<file path="src/rtl/mips_isa_pkg.sv">
// Shared MIPS encode definitions: mnemonics, opcodes, halt word, request payload.
package mips_isa_pkg;

  localparam int unsigned WORD_W  = 32;
  localparam int unsigned MNEM_W  = 5;
  localparam int unsigned OP_W    = 6;
  localparam int unsigned REG_W   = 5;
  localparam int unsigned FUNCT_W = 6;
  localparam int unsigned IMM_W   = 16;
  localparam int unsigned TGT_W   = 26;

  typedef enum logic [MNEM_W-1:0] {
    R_TYPE = 5'd0,  ADDI  = 5'd1,  ADDIU = 5'd2,  ANDI  = 5'd3,
    XORI   = 5'd4,  ORI   = 5'd5,  BEQ   = 5'd6,  BNE   = 5'd7,
    BLEZ   = 5'd8,  BGTZ  = 5'd9,  LW    = 5'd10, SW    = 5'd11,
    LB     = 5'd12, SB    = 5'd13, SLTI  = 5'd14, LUI   = 5'd15,
    J      = 5'd16, JAL   = 5'd17, FTYPE = 5'd18, MTC1  = 5'd19,
    MFC1   = 5'd20
  } mnem_e;

  localparam logic [OP_W-1:0] OP_RTYPE = 6'h00;
  localparam logic [OP_W-1:0] OP_J     = 6'h02;
  localparam logic [OP_W-1:0] OP_JAL   = 6'h03;
  localparam logic [OP_W-1:0] OP_BEQ   = 6'h04;
  localparam logic [OP_W-1:0] OP_BNE   = 6'h05;
  localparam logic [OP_W-1:0] OP_BLEZ  = 6'h06;
  localparam logic [OP_W-1:0] OP_BGTZ  = 6'h07;
  localparam logic [OP_W-1:0] OP_ADDI  = 6'h08;
  localparam logic [OP_W-1:0] OP_ADDIU = 6'h09;
  localparam logic [OP_W-1:0] OP_SLTI  = 6'h0A;
  localparam logic [OP_W-1:0] OP_ANDI  = 6'h0C;
  localparam logic [OP_W-1:0] OP_ORI   = 6'h0D;
  localparam logic [OP_W-1:0] OP_XORI  = 6'h0E;
  localparam logic [OP_W-1:0] OP_LUI   = 6'h0F;
  localparam logic [OP_W-1:0] OP_COP1  = 6'h11;
  localparam logic [OP_W-1:0] OP_LB    = 6'h20;
  localparam logic [OP_W-1:0] OP_LW    = 6'h23;
  localparam logic [OP_W-1:0] OP_SB    = 6'h28;
  localparam logic [OP_W-1:0] OP_SW    = 6'h2B;

  localparam logic [REG_W-1:0]  COP1_MT  = 5'd4;
  localparam logic [REG_W-1:0]  COP1_MF  = 5'd0;
  localparam logic [WORD_W-1:0] HALT_WORD = 32'h0000000C;

  // Loader FSM states
  typedef enum logic [1:0] {
    ST_IDLE = 2'd0,
    ST_EMIT = 2'd1,
    ST_HALT = 2'd2,
    ST_DONE = 2'd3
  } state_e;

  // Symbolic request fields (FTYPE reuses rs/rt/rd/shamt as fmt/ft/fs/fd)
  typedef struct packed {
    logic [REG_W-1:0]   rs;
    logic [REG_W-1:0]   rt;
    logic [REG_W-1:0]   rd;
    logic [REG_W-1:0]   shamt;
    logic [FUNCT_W-1:0] funct;
    logic [IMM_W-1:0]   imm;
    logic [TGT_W-1:0]   target;
  } inst_fields_t;

  // I-type word assembly
  function automatic logic [WORD_W-1:0] enc_i(input logic [OP_W-1:0] op,
                                              input logic [REG_W-1:0] rs,
                                              input logic [REG_W-1:0] rt,
                                              input logic [IMM_W-1:0] imm);
    return {op, rs, rt, imm};
  endfunction

endpackage

</file>
<file path="src/rtl/inst_word_encoder.sv">
// Combinational mnemonic + fields -> 32-bit MIPS word, flags unknown mnemonics.
module inst_word_encoder
  import mips_isa_pkg::*;
(
  input  logic [MNEM_W-1:0] i_mnem,
  input  inst_fields_t      i_fields,
  output logic [WORD_W-1:0] o_word,
  output logic              o_illegal
);

  mnem_e w_mnem;
  assign w_mnem = mnem_e'(i_mnem);

  // Select the format and opcode for the mnemonic
  always_comb begin
    o_word    = '0;
    o_illegal = 1'b0;
    case (w_mnem)
      R_TYPE: o_word = {OP_RTYPE, i_fields.rs, i_fields.rt, i_fields.rd,
                        i_fields.shamt, i_fields.funct};
      ADDI:   o_word = enc_i(OP_ADDI,  i_fields.rs, i_fields.rt, i_fields.imm);
      ADDIU:  o_word = enc_i(OP_ADDIU, i_fields.rs, i_fields.rt, i_fields.imm);
      ANDI:   o_word = enc_i(OP_ANDI,  i_fields.rs, i_fields.rt, i_fields.imm);
      XORI:   o_word = enc_i(OP_XORI,  i_fields.rs, i_fields.rt, i_fields.imm);
      ORI:    o_word = enc_i(OP_ORI,   i_fields.rs, i_fields.rt, i_fields.imm);
      BEQ:    o_word = enc_i(OP_BEQ,   i_fields.rs, i_fields.rt, i_fields.imm);
      BNE:    o_word = enc_i(OP_BNE,   i_fields.rs, i_fields.rt, i_fields.imm);
      BLEZ:   o_word = enc_i(OP_BLEZ,  i_fields.rs, '0,          i_fields.imm);
      BGTZ:   o_word = enc_i(OP_BGTZ,  i_fields.rs, '0,          i_fields.imm);
      LW:     o_word = enc_i(OP_LW,    i_fields.rs, i_fields.rt, i_fields.imm);
      SW:     o_word = enc_i(OP_SW,    i_fields.rs, i_fields.rt, i_fields.imm);
      LB:     o_word = enc_i(OP_LB,    i_fields.rs, i_fields.rt, i_fields.imm);
      SB:     o_word = enc_i(OP_SB,    i_fields.rs, i_fields.rt, i_fields.imm);
      SLTI:   o_word = enc_i(OP_SLTI,  i_fields.rs, i_fields.rt, i_fields.imm);
      LUI:    o_word = enc_i(OP_LUI,   '0,          i_fields.rt, i_fields.imm);
      J:      o_word = {OP_J,   i_fields.target};
      JAL:    o_word = {OP_JAL, i_fields.target};
      FTYPE:  o_word = {OP_COP1, i_fields.rs, i_fields.rt, i_fields.rd,
                        i_fields.shamt, i_fields.funct};
      MTC1:   o_word = {OP_COP1, COP1_MT, i_fields.rt, i_fields.rd, 11'd0};
      MFC1:   o_word = {OP_COP1, COP1_MF, i_fields.rt, i_fields.rd, 11'd0};
      default: o_illegal = 1'b1;
    endcase
  end

endmodule

</file>
<file path="src/rtl/inst_encoder_loader.sv">
// Accepts symbolic instruction requests, writes encoded words sequentially
// into instruction memory and terminates every program with a halt word.
module inst_encoder_loader
  import mips_isa_pkg::*;
#(
  parameter int unsigned ADDR_W = 8,
  parameter int unsigned DEPTH  = 256
) (
  input  logic                clk,
  input  logic                rst_n,
  input  logic                start,
  input  logic                in_valid,
  output logic                in_ready,
  input  logic                in_last,
  input  logic [MNEM_W-1:0]   mnem,
  input  logic [REG_W-1:0]    rs,
  input  logic [REG_W-1:0]    rt,
  input  logic [REG_W-1:0]    rd,
  input  logic [REG_W-1:0]    shamt,
  input  logic [FUNCT_W-1:0]  funct,
  input  logic [IMM_W-1:0]    imm,
  input  logic [TGT_W-1:0]    target,
  output logic                imem_we,
  output logic [ADDR_W-1:0]   imem_addr,
  output logic [WORD_W-1:0]   imem_wdata,
  output logic                done,
  output logic                err_illegal,
  output logic                err_overflow,
  output logic [ADDR_W:0]     count
);

  localparam int unsigned     CNT_W     = ADDR_W + 1;
  localparam logic [ADDR_W-1:0] LAST_ADDR = ADDR_W'(DEPTH - 1);

  state_e              r_state;
  state_e              w_state_nxt;
  logic [ADDR_W-1:0]   r_addr;
  logic [CNT_W-1:0]    r_count;
  logic [WORD_W-1:0]   r_wdata;
  logic                r_last;
  logic                r_in_ready;
  logic                r_we;
  logic                r_done;
  logic                r_err_ill;
  logic                r_err_ovf;

  inst_fields_t        w_fields;
  logic [WORD_W-1:0]   w_word;
  logic                w_illegal;
  logic                w_hs;
  logic                w_at_limit;
  logic                w_accept;
  logic                w_in_ready_nxt;
  logic                w_we_nxt;
  logic                w_done_nxt;

  assign w_fields.rs     = rs;
  assign w_fields.rt     = rt;
  assign w_fields.rd     = rd;
  assign w_fields.shamt  = shamt;
  assign w_fields.funct  = funct;
  assign w_fields.imm    = imm;
  assign w_fields.target = target;

  inst_word_encoder u_enc (
    .i_mnem    (mnem),
    .i_fields  (w_fields),
    .o_word    (w_word),
    .o_illegal (w_illegal)
  );

  assign w_hs       = in_valid & r_in_ready;
  assign w_at_limit = (r_addr == LAST_ADDR);
  assign w_accept   = w_hs & ~w_at_limit & ~w_illegal;

  // State register
  always_ff @(posedge clk) begin
    if (!rst_n) r_state <= ST_IDLE;
    else        r_state <= w_state_nxt;
  end

  // Next-state decode
  always_comb begin
    w_state_nxt = r_state;
    case (r_state)
      ST_IDLE: begin
        if (w_hs) begin
          if (w_at_limit)     w_state_nxt = ST_HALT;
          else if (w_illegal) w_state_nxt = in_last ? ST_HALT : ST_IDLE;
          else                w_state_nxt = ST_EMIT;
        end
      end
      ST_EMIT: w_state_nxt = r_last ? ST_HALT : ST_IDLE;
      ST_HALT: w_state_nxt = ST_DONE;
      ST_DONE: if (start) w_state_nxt = ST_IDLE;
      default: w_state_nxt = ST_IDLE;
    endcase
  end

  // Output decode from the upcoming state, registered below
  always_comb begin
    w_in_ready_nxt = 1'b0;
    w_we_nxt       = 1'b0;
    w_done_nxt     = 1'b0;
    case (w_state_nxt)
      ST_IDLE: w_in_ready_nxt = 1'b1;
      ST_EMIT: w_we_nxt       = 1'b1;
      ST_HALT: w_we_nxt       = 1'b1;
      ST_DONE: w_done_nxt     = 1'b1;
      default: w_in_ready_nxt = 1'b0;
    endcase
  end

  // Registered outputs, address/count bookkeeping and sticky errors
  always_ff @(posedge clk) begin
    if (!rst_n) begin
      r_in_ready <= 1'b1;
      r_we       <= 1'b0;
      r_done     <= 1'b0;
      r_addr     <= '0;
      r_count    <= '0;
      r_wdata    <= '0;
      r_last     <= 1'b0;
      r_err_ill  <= 1'b0;
      r_err_ovf  <= 1'b0;
    end else begin
      r_in_ready <= w_in_ready_nxt;
      r_we       <= w_we_nxt;
      r_done     <= w_done_nxt;

      if (w_state_nxt == ST_HALT)  r_wdata <= HALT_WORD;
      else if (w_accept)           r_wdata <= w_word;

      case (r_state)
        ST_IDLE: begin
          if (w_hs) begin
            if (w_at_limit)     r_err_ovf <= 1'b1;
            else if (w_illegal) r_err_ill <= 1'b1;
            else                r_last    <= in_last;
          end
        end
        ST_EMIT: begin
          r_addr  <= r_addr + ADDR_W'(1);
          r_count <= r_count + CNT_W'(1);
        end
        ST_HALT: r_count <= r_count + CNT_W'(1);
        ST_DONE: begin
          if (start) begin
            r_addr  <= '0;
            r_count <= '0;
          end
        end
        default: r_last <= 1'b0;
      endcase
    end
  end

  assign in_ready     = r_in_ready;
  assign imem_we      = r_we;
  assign imem_addr    = r_addr;
  assign imem_wdata   = r_wdata;
  assign done         = r_done;
  assign err_illegal  = r_err_ill;
  assign err_overflow = r_err_ovf;
  assign count        = r_count;

endmodule

</file>
<file path="config.mk">
export PLATFORM = sky130hd
export DESIGN_NAME = inst_encoder_loader
export DESIGN_NICKNAME = d
export VERILOG_FILES = /design/src/rtl/mips_isa_pkg.sv /design/src/rtl/inst_word_encoder.sv /design/src/rtl/inst_encoder_loader.sv
export SDC_FILE = /design/constraint.sdc
export NUM_CORES = 1
export LEC_CHECK = 0
export CORE_MARGIN = 2
export CORE_UTILIZATION = 43
export CTS_CLUSTER_DIAMETER = 60
export DETAILED_ROUTE_END_ITERATION = 8
export GPL_TIMING_DRIVEN = 1
export PLACE_DENSITY = 0.8
export SYNTH_ARGS = -nofsm -noshare
export SYNTH_HDL_FRONTEND = slang
export SYNTH_HIERARCHICAL = 1
export SYNTH_SLANG_ARGS = --single-unit
</file>
<file path="constraint.sdc">
create_clock -name clk -period 2.5 [get_ports clk]
set_input_delay 0.25 -clock clk [delete_from_list [all_inputs] [get_ports clk]]
set_output_delay 0.25 -clock clk [all_outputs]
set_load 0.1 [all_outputs]
</file>
==> flow_summary.toml <==
[outcome]
outcome = "finished, final reports clean"

[timing]
finalHoldWorstSlack_ps = 460
setup_viol_count_final = 0
grt_setup_unrepaired = "false"
final_critical_path_setup_slack_ps = 255
fin_skew_ps = 15.1
maximum_frequency_from_static_timing_analysis_mhz = 445
worst_pin_slew_ps = 855
period_minus_slack_ps = 2250
worst_slew_margin_rel_pct = 43.0
report.final.hold_viol_count = 0
timing.final.crit_share_pct = 89.8
maxSlewViolCount = 0
final.setup.tns_ps = 0

[clock_network]
hold_buffers = 0
clock_sink_count = 57
cts.path.max_buffers = 2
cts_made_buffers = 9
ctsHtreeMaxLevel = 3
cts_root_buf = "sky130_fd_sc_hd__clkbuf_8"
cts_post_setup_buffers_inserted = 0
worst_skew_pair.late_latency_ps = 340
tritoncts = "built"
post_cts_resized = 0
path_clk_slew_ps = 70

[worst_hold_path]
hold_crit_path_type = "reg2reg"
worst_hold_path.endpoint = "imem_wdata[22]"
worstHoldStart = "imem_wdata[22]"
min_path_cells = 2

[worst_setup_path]
rr_worst_depth = 9
worst-r2r-setup-slack_ps = 250
endpoint_kind = "flop"
type_of_origin_of_the_critical_path = "flop"
path_delay_family = "compound AO/OA/AOI/OAI gates"
critical_path.max_stage_delay_ps = 370
timing.critical_path.cells = "inv_1, ha_1, a211oi_1, a21oi_1, o22a_1, ha_1, nand2b_1, buf_12, a21oi_1"
path_max_fanout = 30
worst_r2r_endpoint = "imem_wdata[20]"
criticalPathCategory = "reg2reg"
r2r-start = "r_state[1]"
timing.critical_path.required_ps = 2750
cp_num_buf_inv = 2
crit_path_dat_ps = 2500
critical_path.slowest_cell = "sky130_fd_sc_hd__dfxtp_1"

[detailed_routing]
final_antenna_net_count = 0
drc = 0
detailroute.via_count = 3384
initialDrtViolationCount = 170
routed_len_inst_um = 15.2
viasPerCell = 5.35
detailedRoute.firstPassIterationCount = 4
wirelength_um = 9620

[cells_and_area]
layout_common_cells = "83 x sky130_fd_sc_hd__nand2_1, 77 x sky130_fd_sc_hd__clkdlybuf4s50_1, 70 x sky130_fd_sc_hd__buf_4"
final_design_area_no_fill_sq_mm = 0.00471
multi_input_comb_area_sq_mm = 0.00189
layout.cells.most_common = "sky130_fd_sc_hd__nand2_1"
filler_cell_count = 638
finalNetCount = 617
post_route_cells_drive_above_1_share_pct = 19.3
syn_to_final_growth_pct = 47.7
register_area_sq_mm = 0.00115
num_antenna_cells = 0

[job]
max_cap_viol_count = 0

[synth]
main_area_contributors_after_synthesis = "sky130_fd_sc_hd__dfxtp_1 36%, sky130_fd_sc_hd__nand2_1 9.8%, sky130_fd_sc_hd__a21oi_1 7.8%"
post_synth_and_or_nand_nor_area_fraction_pct = 26.5
synth_adder_area_share_pct = 4.24
combinational_family_with_the_most_area_after_synthesis = "simple AND/OR/NAND/NOR gates"
synth-edff-count = 0
dominantRegCellSynth = "sky130_fd_sc_hd__dfxtp_1"
share_of_the_synthesized_netlist_area_taken_by_xor_and_xnor_gates_pct = 1.65
netlist_instances = 395
complex_gate_fraction_of_the_synthesized_area_pct = 25.4
synth_seq_area_share_pct = 35.8
netlist-cell-type-count = 58
syn_nets = 483
synthMuxAreaShare_pct = 1.25
synthesis.area_sq_mm = 0.00319
yosysWarningCount = 6
post_synth.cell_area_avg_sq_um = 8.08
synth_top_cell_area_share_pct = 35.8
register_bit_count_reported_by_yosys = 57
synth-async-reset-ratio_pct = 0
yosysTopAreaCell = "sky130_fd_sc_hd__dfxtp_1"

[pwr]
vdd_drop_max_uv = 472
totalPowerFinal_mw = 3.99
power.static_leakage_nw = 1.94
p_per_area_mw_per_mm2 = 848

[global_route]
antenna_found_initial = 0
grt_max_degree = 33
grt_usage_pct = 23.6
grt_pass1_vias = 3221
grt_first_pass_wirelength_um = 15800
overflow = 0

[floorplan]
io_pins = 132
die-height_um = 90.1
fp.dieArea_sq_mm = 0.00813
start_util_pct = 44.2
fp-row-count = 31
die_span_in_x_um = 90.1
core_area_sq_mm = 0.00721

[place]
dp_slack_ps = 70.3
place_area_sq_mm = 0.00452
gp_congestion = 0.847
numPortBuffers = 131
hpwl_um = 7150
==> cell type report <==
| class | instances | share of cell area, % |
|---|---|---|
| Sequential cell | 57 | 24.4 |
| Clock buffer | 12 | 3.29 |
| Multi-Input combinational cell | 304 | 40.1 |
| Inverter | 9 | 0.717 |
| Timing Repair Buffer | 148 | 27.9 |
| Clock inverter | 3 | 0.850 |
| Tap cell | 99 | 2.63 |
==> where the power goes <==
group          total [mW]  switching (mW)  leakage (nW)  internal (mW)
clock               0.859           0.353         0.102          0.506
sequential           1.13          0.0909         0.466           1.04
combinational        2.01            1.39          1.37          0.618
==> sequential cells by signal, indices dropped and copies added (netlist names) <==
register and cells:
count 9, done 1, err_illegal 1, err_overflow 1, imem_addr 8, imem_wdata 32, imem_we 1, in_ready 1
r_last 1, r_state 2
==> synthesized netlist by cell type, drive strengths merged, types with 3 or more instances <==
| library cell | n |
|---|---|
| a211oi | 5 |
| a21oi | 51 |
| a221o | 21 |
| a22o | 4 |
| a31oi | 4 |
| and2 | 21 |
| and3 | 9 |
| buf | 15 |
| clkbuf | 10 |
| dfxtp | 57 |
| ha | 10 |
| inv | 9 |
| mux2i | 4 |
| nand2 | 83 |
| nand2b | 9 |
| nand3 | 3 |
| nand4 | 4 |
| nor2 | 20 |
| nor2b | 3 |
| nor3 | 6 |
| o211a | 3 |
| o21ai | 3 |
| xnor2 | 4 |
==> per-stage QoR <==
step,std cells,util (%)
after floorplan,395,-
after global routing,632,65.3
after CTS,632,65.3
after detailed placement,617,62.6
after global placement,617,62.6
final,632,65.3
==> kinds of logic (layout without fill, tap and decap cells) <==
kind of cell / count (synthesis) / in the layout
and+or+nand+nor: 172 / 172
AOI/OAI and AO/OA: 111 / 111
DFF: 57 / 57
buffers and inverters: 34 / 172
adders and majority gates: 11 / 11
xor gates and xnor gates: 6 / 6
muxes: 4 / 4
==> layer usage <==
layer  global-route usage, %  vias up  share of wire [%]
met5                       0        -                  0
met1                    29.4     1596                 44
met4                    7.44        0               0.93
li1                        -     1676                  -
met3                    5.95        8                6.2
met2                    40.1      104                 48
==> how the worst max path moves through the flow <==
| stage | startpoint | to | slack [ps] | cells after the start |
|---|---|---|---|---|
| 3_3_place_gp | mnem[1] | imem_wdata[18] | 140 | 11 |
| 6_report | r_state[1] | imem_wdata[20] | 250 | 9 |
| 4_1_cts | r_state[1] | imem_wdata[20] | 250 | 9 |
| 3_5_place_dp | mnem[1] | imem_wdata[30] | 70 | 11 |
| 2_1_floorplan | imem_addr[7] | imem_wdata[0] | 3 | 8 |
| 5_1_grt | r_state[1] | imem_wdata[20] | 4 | 9 |
==> worst reg2reg max path, delay by kind of cell (launching register included) <==
family | cells | cell delay (ps)
fa+ha+maj | 2 | 510
buf+inv | 2 | 290
flops | 1 | 370
simple gates | 1 | 180
compound gates | 4 | 810
(Power assumes the default switching activity.)
